### src/rtl/eater_cpu.sv
// SAP-1 style 8-bit microcoded CPU: 16-byte RAM, A/B registers, add/sub ALU, carry/zero flags, output register.
// Optional macro EATER_CPU_DEMO_PROGRAM_EN preloads the demo program into RAM; otherwise RAM starts all zero.
module eater_cpu (
    input  logic        clk,
    input  logic        rst_n,
    output logic [7:0]  bus,
    output logic [3:0]  mem_address_data,
    output logic [7:0]  mem_data,
    output logic [7:0]  a_data,
    output logic [7:0]  b_data,
    output logic [7:0]  alu_data,
    output logic [7:0]  instruction_data,
    output logic [7:0]  display_data,
    output logic [3:0]  pc_data,
    output logic [15:0] ctrl_state,
    output logic        ovf,
    output logic        zf
);

    localparam int B_HLT = 15;
    localparam int B_MI  = 14;
    localparam int B_RI  = 13;
    localparam int B_RO  = 12;
    localparam int B_IO  = 11;
    localparam int B_II  = 10;
    localparam int B_AI  = 9;
    localparam int B_AO  = 8;
    localparam int B_EO  = 7;
    localparam int B_SU  = 6;
    localparam int B_BI  = 5;
    localparam int B_OI  = 4;
    localparam int B_CE  = 3;
    localparam int B_CO  = 2;
    localparam int B_J   = 1;
    localparam int B_FI  = 0;

    localparam logic [15:0] C_HLT = 16'h8000;
    localparam logic [15:0] C_MI  = 16'h4000;
    localparam logic [15:0] C_RI  = 16'h2000;
    localparam logic [15:0] C_RO  = 16'h1000;
    localparam logic [15:0] C_IO  = 16'h0800;
    localparam logic [15:0] C_II  = 16'h0400;
    localparam logic [15:0] C_AI  = 16'h0200;
    localparam logic [15:0] C_AO  = 16'h0100;
    localparam logic [15:0] C_EO  = 16'h0080;
    localparam logic [15:0] C_SU  = 16'h0040;
    localparam logic [15:0] C_BI  = 16'h0020;
    localparam logic [15:0] C_OI  = 16'h0010;
    localparam logic [15:0] C_CE  = 16'h0008;
    localparam logic [15:0] C_CO  = 16'h0004;
    localparam logic [15:0] C_J   = 16'h0002;
    localparam logic [15:0] C_FI  = 16'h0001;

    localparam logic [3:0] OP_LDA = 4'h1;
    localparam logic [3:0] OP_ADD = 4'h2;
    localparam logic [3:0] OP_SUB = 4'h3;
    localparam logic [3:0] OP_STA = 4'h4;
    localparam logic [3:0] OP_LDI = 4'h5;
    localparam logic [3:0] OP_JMP = 4'h6;
    localparam logic [3:0] OP_JC  = 4'h7;
    localparam logic [3:0] OP_JZ  = 4'h8;
    localparam logic [3:0] OP_OUT = 4'hE;
    localparam logic [3:0] OP_HLT = 4'hF;

`ifdef EATER_CPU_DEMO_PROGRAM_EN
    logic [7:0] ram [16] = '{8'h1E, 8'h2F, 8'hE0, 8'hF0,
                             8'h00, 8'h00, 8'h00, 8'h00,
                             8'h00, 8'h00, 8'h00, 8'h00,
                             8'h00, 8'h00, 8'h1C, 8'h0E};
`else
    logic [7:0] ram [16] = '{default: 8'h00};
`endif

    logic [3:0]  pc_r;
    logic [3:0]  mar_r;
    logic [7:0]  a_r;
    logic [7:0]  b_r;
    logic [7:0]  ir_r;
    logic [7:0]  out_r;
    logic        carry_r;
    logic        zero_r;
    logic [2:0]  step_r;

    logic [15:0] ctrl_s;
    logic [7:0]  bus_s;
    logic [8:0]  alu_sum_s;
    logic [7:0]  mem_rd_s;
    logic        halt_s;

    assign mem_rd_s = ram[mar_r];
    assign halt_s   = ctrl_s[B_HLT];

    // Microcode decode: fetch on T0/T1, opcode-specific steps on T2..T4.
    always_comb begin
        ctrl_s = 16'h0000;
        case (step_r)
            3'd0: ctrl_s = C_CO | C_MI;
            3'd1: ctrl_s = C_RO | C_II | C_CE;
            3'd2: begin
                case (ir_r[7:4])
                    OP_LDA, OP_ADD, OP_SUB, OP_STA: ctrl_s = C_IO | C_MI;
                    OP_LDI: ctrl_s = C_IO | C_AI;
                    OP_JMP: ctrl_s = C_IO | C_J;
                    OP_JC:  ctrl_s = carry_r ? (C_IO | C_J) : 16'h0000;
                    OP_JZ:  ctrl_s = zero_r  ? (C_IO | C_J) : 16'h0000;
                    OP_OUT: ctrl_s = C_AO | C_OI;
                    OP_HLT: ctrl_s = C_HLT;
                    default: ctrl_s = 16'h0000;
                endcase
            end
            3'd3: begin
                case (ir_r[7:4])
                    OP_LDA:         ctrl_s = C_RO | C_AI;
                    OP_ADD, OP_SUB: ctrl_s = C_RO | C_BI;
                    OP_STA:         ctrl_s = C_AO | C_RI;
                    default:        ctrl_s = 16'h0000;
                endcase
            end
            3'd4: begin
                case (ir_r[7:4])
                    OP_ADD:  ctrl_s = C_EO | C_AI | C_FI;
                    OP_SUB:  ctrl_s = C_EO | C_AI | C_SU | C_FI;
                    default: ctrl_s = 16'h0000;
                endcase
            end
            default: ctrl_s = 16'h0000;
        endcase
    end

    // Subtraction is A + ~B + 1, so carry=1 means "no borrow".
    always_comb begin
        if (ctrl_s[B_SU]) begin
            alu_sum_s = {1'b0, a_r} + {1'b0, ~b_r} + 9'd1;
        end else begin
            alu_sum_s = {1'b0, a_r} + {1'b0, b_r};
        end
    end

    // Bus multiplexer with fixed source priority in case microcode ever drives two.
    always_comb begin
        if (ctrl_s[B_CO]) begin
            bus_s = {4'h0, pc_r};
        end else if (ctrl_s[B_RO]) begin
            bus_s = mem_rd_s;
        end else if (ctrl_s[B_IO]) begin
            bus_s = {4'h0, ir_r[3:0]};
        end else if (ctrl_s[B_AO]) begin
            bus_s = a_r;
        end else if (ctrl_s[B_EO]) begin
            bus_s = alu_sum_s[7:0];
        end else begin
            bus_s = 8'h00;
        end
    end

    // Register file, flags, PC and microstep; everything freezes while HLT is asserted.
    always_ff @(posedge clk) begin
        if (!rst_n) begin
            pc_r    <= 4'h0;
            mar_r   <= 4'h0;
            a_r     <= 8'h00;
            b_r     <= 8'h00;
            ir_r    <= 8'h00;
            out_r   <= 8'h00;
            carry_r <= 1'b0;
            zero_r  <= 1'b0;
            step_r  <= 3'd0;
        end else if (!halt_s) begin
            if (ctrl_s[B_MI]) mar_r <= bus_s[3:0];
            if (ctrl_s[B_II]) ir_r  <= bus_s;
            if (ctrl_s[B_AI]) a_r   <= bus_s;
            if (ctrl_s[B_BI]) b_r   <= bus_s;
            if (ctrl_s[B_OI]) out_r <= bus_s;
            if (ctrl_s[B_J]) begin
                pc_r <= bus_s[3:0];
            end else if (ctrl_s[B_CE]) begin
                pc_r <= pc_r + 4'd1;
            end
            if (ctrl_s[B_FI]) begin
                carry_r <= alu_sum_s[8];
                zero_r  <= (alu_sum_s[7:0] == 8'h00);
            end
            step_r <= (step_r == 3'd4) ? 3'd0 : step_r + 3'd1;
        end
    end

    // RAM write port; contents survive reset.
    always_ff @(posedge clk) begin
        if (rst_n && !halt_s && ctrl_s[B_RI]) begin
            ram[mar_r] <= bus_s;
        end
    end

    assign bus              = bus_s;
    assign mem_address_data = mar_r;
    assign mem_data         = mem_rd_s;
    assign a_data           = a_r;
    assign b_data           = b_r;
    assign alu_data         = alu_sum_s[7:0];
    assign instruction_data = ir_r;
    assign display_data     = out_r;
    assign pc_data          = pc_r;
    assign ctrl_state       = ctrl_s;
    assign ovf              = carry_r;
    assign zf               = zero_r;

endmodule

### config.mk
export PLATFORM = sky130hd
export DESIGN_NAME = eater_cpu
export DESIGN_NICKNAME = d
export VERILOG_FILES = /design/src/rtl/eater_cpu.sv
export SDC_FILE = /design/constraint.sdc
export NUM_CORES = 1
export LEC_CHECK = 0
export BUFFER_PORTS_ARGS = -buffer_cell sky130_fd_sc_hd__buf_2
export CORE_UTILIZATION = 40
export DETAILED_ROUTE_END_ITERATION = 8
export SYNTH_ARGS = -nofsm -noshare
export SYNTH_HDL_FRONTEND = slang
export SYNTH_SLANG_ARGS = --single-unit
### constraint.sdc
create_clock -name clk -period 5.43 [get_ports clk]
set_input_delay 0.543 -clock clk [delete_from_list [all_inputs] [get_ports clk]]
set_output_delay 0.543 -clock clk [all_outputs]
set_load 0.01 [all_outputs]
# Yosys cells after proc, flatten, opt, wreduce, memory -nomap -nowiden
# Memory sizes are Yosys's and may differ from the RTL's. A register that Yosys moved wholly into a read port is not among the register bits.
# Cells that the tools add are included.
classes:
  add_sub_neg: 5
  eq_ne: 14
  mux: 19
  bitwise: 2
  reduce_logical: 15
op_table:
  columns: ["operator", "count"]
  rows:
  - ["$pmux W16 S7", 1]
  - ["$pmux W16 S5", 1]
  - ["$pmux W14 S3", 1]
  - ["$mux W8", 5]
  - ["$mux W12", 2]
  - ["$pmux W10 S2", 1]
  - ["$add A8 B8 Y9", 2]
  - ["$eq A4 B3 Y1 const B", 4]
  - ["$mux W4", 4]
  - ["$reduce_and A2 Y1", 7]
  - ["$eq A4 B4 Y1 const B", 3]
  - ["$add A9 B1 Y9 const B", 1]
  - ["$mux W9", 1]
  - ["$eq A4 B2 Y1 const B", 2]
  - ["$logic_not A8 Y1", 1]
  - ["$not A8 Y8", 1]
  - ["$eq A3 B2 Y1 const B", 2]
  - ["$add A4 B1 Y4 const B", 1]
  - ["$eq A4 B1 Y1 const B", 1]
  - ["$reduce_or A4 Y1", 1]
  - ["$add A3 B1 Y3 const B", 1]
  - ["$eq A3 B1 Y1 const B", 1]
  - ["$eq A3 B3 Y1 const B", 1]
  - ["$logic_not A3 Y1", 1]
  - ["7 further kinds", 9]
totals:
  regBits: 45
  ramBits: 128
  in_bits: 2
  output_inout_bits: 82
  wordCells: 65
  mem_count: 1
mem_list:
  columns: ["memory", "words", "width", "rd", "rd_ports_with_merged_regs", "write_ports", "line", "source"]
  rows:
  - ["ram", 16, 8, 1, 1, 1, "71", "logic [7:0] ram [16] = '{default: 8'h00};"]

# Depth between registers and ports, before layout
# Gate-level depths: netlist of the first run.
logic_depth:
  ltp_word: 12
  mapped_depth: 11
  ltp_nobuf: 11

# Worst setup path after synthesis of the first run
# Ideal clock, no wire load.
synth_path:
  path_type: "register to output"
  from: "register step_r[0]"
  to: "output port bus[7]"
  arrival_ns: 2.654
  required_time_ns: 4.887
  setup_slack_ns: 2.233
  path_stages_with_launch: 11
  cell_sequence: "dfxtp_1 > inv_1 > ha_1 > o21ba_2 > o31ai_2 > buf_2 > a21oi_1 > a311oi_1 > xor2_1 > nand3_1 > a31oi_1"
synth_between:
  elab_chain_len: 8
  word_cells_on_any_way: 12
synth_rtl:
  columns: ["element", "line", "source"]
  rows:
  - ["start, declared", "82", "logic [2:0] step_r;"]
  - ["start signal, assigned", "183", "step_r <= (step_r == 3'd4) ? 3'd0 : step_r + 3'd1;"]
  - ["$eq A3 B3 Y1, or another cell as far along", "96", "case (step_r)"]
  - ["$pmux W16 S5 *", "96", null]
  - ["$mux W9", "132", "if (ctrl_s[B_SU]) begin"]
  - ["$mux W8", "149", "end else if (ctrl_s[B_EO]) begin"]
  - ["$mux W8", "147", "end else if (ctrl_s[B_AO]) begin"]
  - ["$mux W8", "145", "end else if (ctrl_s[B_IO]) begin"]
  - ["$mux W8", "143", "end else if (ctrl_s[B_RO]) begin"]
  - ["$mux W8 *", "141", "if (ctrl_s[B_CO]) begin"]
  - ["end, declared", "6", "output logic [7:0] bus,"]
# Every way passes the cells marked *; elsewhere a longest branch is shown, timed or not.

==> results by stage, run 1 <==
Run status:
- The flow ran to the end, and the final reports show no timing, DRC or antenna violations.

Synth:
- The netlist area before placement is between 0.008 and 0.009 sq mm.
- The number of enable flip-flop cells after synthesis is around 130.
- The share of synthesized area in the top cell type comes to around 47%.
- The portion of the post-synthesis area used by sequential elements is about 59%.
- The flip-flop and latch count after synthesis is about 180.
- Synthesis handed over a netlist of ~640 instances.
- The share of flip-flops with an asynchronous set or reset is 0%.
- The commonest register cell after synthesis is sky130_fd_sc_hd__edfxtp_1.
- The post-synth net total is between 600 and 700.
- The number of different library cells in the post-synthesis netlist is 63.
- The mean area per synthesized cell is 12.90 sq um.
- After synthesis, the cell types taking the most area are sky130_fd_sc_hd__edfxtp_1, sky130_fd_sc_hd__dfxtp_1, sky130_fd_sc_hd__mux4_2.
- For this run, the number of Yosys warnings is 0.
- The synthesized design spends more area on one cell type than any other, namely sky130_fd_sc_hd__edfxtp_1.

Setup path:
- The required time reported for the critical path endpoint is 4.89 ns.
- The signal on the critical path passes through buf_4 -> mux4_2 -> mux4_2 -> and3_1 -> a21oi_2 -> nand2_1 -> buf_2.
- The critical path crosses 7 cells after its start point.
- The worst reg2reg path depth is 6.
- The endpoint class of the critical path is an output pin.
- The kind of cell with the highest combined delay on the critical path is multiplexers.
- The worst setup path is launched from a register.
- The worst setup slack for register-to-register paths is slightly below 2 ns.
- The number of buffers and inverters on the critical path is 2.
- The cell seen most often among critical-path stages is sky130_fd_sc_hd__mux4_2.
- Along the worst path, the maximum fanout reaches 23.
- The longest individual stage delay on the worst path is 0.80 ns.
- Data arrives at the worst endpoint at 3.81 ns.
- The worst setup path is of the register to output pin kind.
- The slowest cell on the critical path is sky130_fd_sc_hd__dfxtp_2.
- The terminus of the critical flop-to-flop path is ram[10][5]$_DFFE_PP_.
- The capture point of the critical path is bus[5].

Drt:
- The average wire per standard cell is 22.61 um.
- The number of remaining DRC errors is 0.
- The mean number of vias per cell is 5.634.
- The final routed wirelength across all metal layers is approximately 22 mm.
- The first TritonRoute pass finished after 5 iterations.
- The residual antenna-violating net count after detailed routing is 0.
- Summing over every cut layer, the via total after detailed routing is between 5,000 and 6,000.
- The violation count after the first detailed-routing iteration is 492.

Place:
- The port buffer count is 83.
- The final estimated routing congestion in global placement is 0.8724.
- The HPWL after detailed placement is 15.82 mm.
- The standard cell area after detailed placement is just under 0.009 sq mm.

Finish:
- The most frequent standard cell in the layout excluding fill and tap cells is sky130_fd_sc_hd__edfxtp_1.
- Leaving out fill and tap cells, the most frequent cells in the layout are sky130_fd_sc_hd__edfxtp_1, sky130_fd_sc_hd__buf_2, sky130_fd_sc_hd__nand2_1.
- The area growth from synthesis to layout is 14.28%.
- After routing the design area is 0.009393 sq mm.
- Cells with a size suffix above 1 make up between 20% and 30% of the layout.
- The final layout net count is about 730.
- The number of antenna diodes in the final layout is 0.

Timing:
- The worst path needs roughly 4.3 ns of the cycle, external delays included.
- The final-report hold violation count is 0.
- The slew at the pin closest to its max-slew limit is 1.146 ns.
- On the final layout, the worst hold slack is approximately 0.46 ns.
- The highest clock frequency the design can meet is 230.0 MHz.
- The count of endpoints failing setup in the final report is 0.
- The setup total negative slack is 0 ns.
- Setup repair after global routing left no endpoint under its margin.
- Of the available clock period, the critical path in the final layout requires between 80% and 90%.
- The headroom to the max-slew limit is 23.30%.
- The final-report max-slew violation count is 0.
- For the final database, setup skew stands at approximately 0.012 ns.

Power:
- The areal power density over the cells is between 300 and 400 mW/mm^2.
- The static leakage is around 3.4 nW.
- The worst-case IR drop observed on VDD is 0.2222 mV.

CTS:
- The number of levels the H-tree was split into is 4.
- The total CTS buffers is 17.
- Clock-pin slew was measured on the worst setup and hold paths at about 0.06 ns.
- The TritonCTS clock tree is yes.
- The library cell used as clock root buffer is sky130_fd_sc_hd__clkbuf_16.
- The number of buffers inserted by post-CTS setup repair is 0.
- The clock sink count is between 150 and 200.
- At the later pin of the worst-skew pair, clock insertion delay measures 0.43 ns.
- The clock passes through at most 2 buffers.
- The number of cells upsized or downsized after cts is 0.
- The number of hold buffers added after cts is 0.

GRT:
- The largest net degree at the start of global routing is 40.
- The number of global-route vias before repair was about 5,600.
- The overall global routing resource usage is 21.84%.
- The initial antenna violation count was 0.
- The total overflow left after global routing is 0.
- The first global-routing pass estimated 33.93 mm of wire.

Run:
- Across the run, the number of max-cap violations was 0.

Die:
- Once the floorplan was initialized, standard cells occupied 40.75% of the core.
- The die width is ~150 um.
- The number of placed I/O pins is 84.
- After floorplanning, the core was sized to cover about 0.020 sq mm.
- The number of rows created at floorplan is 52.
- In this run the vertical extent of the chip is around 150 um.
- The die covers roughly 0.021 sq mm.

Min path:
- The path class of the tightest hold or removal check is register to register.
worst min-delay path by stage:
stage	startpoint	end	depth (start not counted)
finish	display_data[3]$_SDFFE_PN0P_	display_data[3]$_SDFFE_PN0P_	2
global route	display_data[3]$_SDFFE_PN0P_	display_data[3]$_SDFFE_PN0P_	2
CTS	display_data[3]$_SDFFE_PN0P_	display_data[3]$_SDFFE_PN0P_	2
detailed placement	display_data[3]$_SDFFE_PN0P_	display_data[3]$_SDFFE_PN0P_	2
global placement	display_data[3]$_SDFFE_PN0P_	display_data[3]$_SDFFE_PN0P_	2
floorplan	step_r[1]$_SDFFE_PN0N_	step_r[1]$_SDFFE_PN0N_	2
state kept, by name, indices dropped and copies added (netlist names), named ones only:
signal,count
a_data,8
b_data,8
display_data,8
instruction_data,8
mem_address_data,4
ovf,1
pc_data,4
ram,128
step_r,3
zf,1
kinds of logic (layout without fill, tap and decap cells):
kind of cell	count (synthesis)	count (layout)	share of synthesized area, %
adders and majority gates	24	24	3.836
xor gates and xnor gates	10	10	1.066
and+or+nand+nor	166	166	9.484
AOI/OAI and AO/OA	130	130	10.11
buffers and inverters	80	162	4.613
muxes	50	50	12.19
DFF	177	177	58.70
Yosys cell counts (5+ instances only):
master	count
sky130_fd_sc_hd__nor2b_1	6
sky130_fd_sc_hd__xnor2_1	9
sky130_fd_sc_hd__nand3_1	19
sky130_fd_sc_hd__ha_1	22
sky130_fd_sc_hd__a21oi_1	38
sky130_fd_sc_hd__o31ai_1	6
sky130_fd_sc_hd__nor2_1	42
sky130_fd_sc_hd__nand2b_1	5
sky130_fd_sc_hd__inv_1	32
sky130_fd_sc_hd__nor3_1	15
sky130_fd_sc_hd__o21ai_0	28
sky130_fd_sc_hd__mux2i_1	9
sky130_fd_sc_hd__or3_1	7
sky130_fd_sc_hd__mux4_2	40
sky130_fd_sc_hd__buf_4	11
sky130_fd_sc_hd__dfxtp_1	49
sky130_fd_sc_hd__and3_1	6
sky130_fd_sc_hd__buf_2	12
sky130_fd_sc_hd__edfxtp_1	128
sky130_fd_sc_hd__clkbuf_1	16
sky130_fd_sc_hd__nand2_1	49
sky130_fd_sc_hd__a31oi_1	9
sky130_fd_sc_hd__o22ai_1	9
per-stage QoR:
step	std cells	power, mW	utilization (%)	setup WS [ns]
2_1_floorplan	637	1.806	-	2.233
3_3_place_gp	957	1.933	43.83	1.516
3_5_place_dp	957	1.939	43.83	1.456
4_1_cts	989	3.071	46.54	0.9765
5_1_grt	989	3.158	46.57	0.8450
6_report	989	3.053	46.57	1.082
worst min-delay path, delay by kind of cell (launching register included):
family        cells  cell delay [ns]
mux               1             0.05
simple gates      1             0.05
flops             1             0.31
layout make-up:
cell class	count	area, sq um
well taps	270	337.8
clock inverters	15	120.1
clock buffers	17	425.4
repair buffers	93	490.5
multi-input cells	380	3054
flip-flops and latches	177	4826
inverters	37	138.9
fillers	1834	10780
per-layer routing:
layer  vias up  global-route usage (%)  routed length (um)
li1       2553                       -                   -
met1      2805                   26.34                8873
met5         -                       0                   0
met3        32                   4.639                1261
met4         0                   7.947                 511
met2       182                   38.51               11720
power breakdown:
part / switching, mW / internal (mW) / leakage, nW
combinational: 0.223 / 0.149 / 1.60
sequential: 0.0525 / 1.49 / 1.58
clock: 0.543 / 0.599 / 0.266
total: 0.819 / 2.23 / 3.44
No activity file was read; power rests on OpenSTA's default activity.
==> run 2: changes to the inputs <==
==> constraint.sdc (replaced) <==
create_clock -name clk -period 3.6 [get_ports clk]
set_input_delay 0.36 -clock clk [delete_from_list [all_inputs] [get_ports clk]]
set_output_delay 0.36 -clock clk [all_outputs]
set_load 0.01 [all_outputs]
==> results by stage, run 2 (synthesized netlist as in run 1, its figures left out) <==
Run status:
- The run finished with clean final reports.

Setup path:
- The number of buffers and inverters on the critical path is 3.
- For the worst setup path, the data arrival time is 3.14 ns.
- STA classifies the critical path startpoint as a register.
- In this design, the critical path's most frequently occurring cell is sky130_fd_sc_hd__inv_1.
- For the worst setup path, the data required time is between 3 and 4 ns.
- The cell family contributing the most delay on the critical path is compound AO/OA/AOI/OAI gates.
- Walking the worst path, the cells encountered are inv_1 -> ha_1 -> inv_1 -> fa_1 -> a211oi_2 -> o31ai_1 -> a21oi_1 -> o21ai_0 -> xnor2_1 -> nand3_1 -> nand2_4 -> buf_2.
- The endpoint class of the critical path is an output pin.
- The slowest stage of the critical path belongs to the cell sky130_fd_sc_hd__fa_1.
- The longest individual stage delay on the worst path is between 0.4 and 0.5 ns.
- The critical path class is register to output pin.
- The largest fanout of any net on the critical path is 17.

Timing:
- The slew at the pin closest to its max-slew limit is slightly below 0.8 ns.
- Setup repair after global routing could not meet its margin everywhere.
- The final-report hold violation count is 0.
- For the finished layout, the period the worst path requires is around 3.5 ns.
- The post-route clock period utilization is about 97%.
- The setup skew after layout is 0.01891 ns.
- The final-report max-slew violation count was 0.
- Setup violations remaining at the end of the flow were counted as 0.
- The headroom to the max-slew limit is between 40% and 50%.
- The highest clock frequency the design can meet is 285.9 MHz.

Drt:
- For this run, design rule violations remaining after detail routing come to 0.
- The mean number of vias per cell is 5.567.
- For this block, the initial DRC count from the detailed router was between 400 and 500.
- The residual antenna-violating net count after detailed routing is 0.
- The first-pass detailed-route iteration total is 5.
- The number of vias after detailed routing is 5,706.
- Summed over all layers, the routed wires come to approximately 22 mm.
- After detailed routing, the average wire length per cell comes to approximately 21 um.

Place:
- Routability-driven placement finished with a final weighted congestion of about 0.9.
- In this run the cell area measured after placement is 0.009094 sq mm.
- The port buffer count is 83.
- Including well taps, the total number of placed cells is 990.
- Detailed placement ended at an HPWL of between 15 and 20 mm.

Die:
- The die is between 100 and 150 um tall.
- The die is between 100 and 150 um wide.
- The initial core utilization is 40.75%.
- The floorplan step defined a die boundary enclosing about 0.021 sq mm.
- The region available for standard cell placement spans 0.02017 sq mm.
- The number of rows created at floorplan is 52.
- 84 I/O pins were placed.

Finish:
- Registers take approximately 0.0048 sq mm.
- The share of final-layout standard cells stronger than drive strength 1 is 30.07%.
- At the end of the flow, the number of nets in the layout was 768.
- Summing all multi-input logic gate instances after layout gives between 0.003 and 0.004 sq mm.
- The area growth from synthesis to layout is 18.74%.
- The total inserted antenna cells is 0.
- The final design utilization is 48.39%.
- The top cell types in the final layout, fill and taps aside, are sky130_fd_sc_hd__edfxtp_1, sky130_fd_sc_hd__buf_2, sky130_fd_sc_hd__nand2_1.
- The most frequent standard cell in the layout excluding fill and tap cells is sky130_fd_sc_hd__edfxtp_1.
- The register with the most flip-flops in the layout has 128 of them.
- The register with the most flip-flops is ram.
- The non-filler instance count after layout is about 1,000.
- The layout has around 1,800 filler cells.
- After routing the design area is about 0.0098 sq mm.

CTS:
- The total CTS buffers is 17.
- The clock sink count is approximately 180.
- The longest clock path from root to sink contains 2 buffers.
- The latest clock arrival within the worst-skew pair is 0.44 ns.
- Clock-pin slew was measured on the worst setup and hold paths at ~0.070 ns.
- The number of hold buffers added after cts is 0.
- In this run the number of H-tree levels came out at 4.
- The tree is rooted in a sky130_fd_sc_hd__clkbuf_16.
- TritonCTS built the clock tree.

GRT:
- The largest net degree at the start of global routing is 36.
- For this run, the total global-route usage over all layers was measured as a little over a fifth.
- The number of global-route vias before repair was between 5,000 and 6,000.
- The initial antenna violation count is 0.
- Summed over all layers, the global routing overflow is 0.
- The first-pass GRT wire length is roughly 33 mm.

Power:
- The analysis attributes to cell leakage a power of about 3.6 nW.
- The areal power density over the cells is around 500 mW/mm^2.
- The worst-case IR drop observed on VDD is approximately 0.43 mV.

Min path:
- The class of the worst hold path is input port to register.

Run:
- The tool flagged a number of max-cap violations equal to 0.
[run 2: cell count changes in the layout (fill, tap and decap cells not counted), sizes merged]
cell    change
buf        +36
clkinv      -1
inv         +1
[run 2: per-layer routing]
metal	vias up	global-route usage [%]	wire (um)
met5	-	0	0
met4	0	8.316	522
met3	36	3.511	1105
met2	197	35.50	10720
met1	2853	27.32	9418
li1	2620	-	-
[run 2: cell type report]
| cell class | count | area share, % |
|---|---|---|
| Sequential cell | 177 | 49.47 |
| Clock inverter | 15 | 1.795 |
| Multi-Input combinational cell | 380 | 31.40 |
| Timing Repair Buffer | 129 | 8.090 |
| Clock buffer | 17 | 4.359 |
| Tap cell | 270 | 3.462 |
| Inverter | 37 | 1.423 |
[run 2: metrics by stage]
stage	setup WS (ns)	hold WS, ns	setup TNS (ns)	power (mW)
floorplan	0.5860	0.4648	0	2.724
global placement	0.4802	0.4575	0	2.960
detailed placement	0.3843	0.4606	0	2.974
CTS	0.01034	0.2547	0	4.795
global route	-0.06701	0.2718	-0.08766	4.915
finish	0.1020	0.2699	0	4.765
[run 2: path summary, 6_finish.rpt]
| check | startpoint | to | slack (ns) | cells after the start |
|---|---|---|---|---|
| worst max-delay path | a_data[0]$_SDFFE_PN0P_ | bus[6] | 0.10 | 12 |
| worst max register to register | register | ram[9][0]$_DFFE_PP_ | 0.68 | 8 |
| worst min-delay path | rst_n | ovf$_SDFFE_PN0P_ | 0.27 | 3 |
| worst min register to register | display_data[4]$_SDFFE_PN0P_ | display_data[4]$_SDFFE_PN0P_ | 0.47 | 2 |
[run 2: power by group]
part	total, mW	internal [mW]	leakage (nW)	switching, mW
Clock	1.84	0.942	0.291	0.896
Combinational	0.639	0.256	1.78	0.383
Sequential	2.29	2.24	1.58	0.0471
[run 2: worst register-to-register path: cells and delay by family (launching register included)]
family | cells | cell delay, ns
mux | 2 | 1.18
buf+inv | 4 | 0.81
compound gates | 2 | 0.36
flops | 1 | 0.32
[run 2: timing repair]
| action | in CTS | in global routing |
|---|---|---|
| endpoints found under the setup margin | 2 | 5 |
| buffers inserted | 0 | 3 |
| gates resized for setup | 2 | 11 |
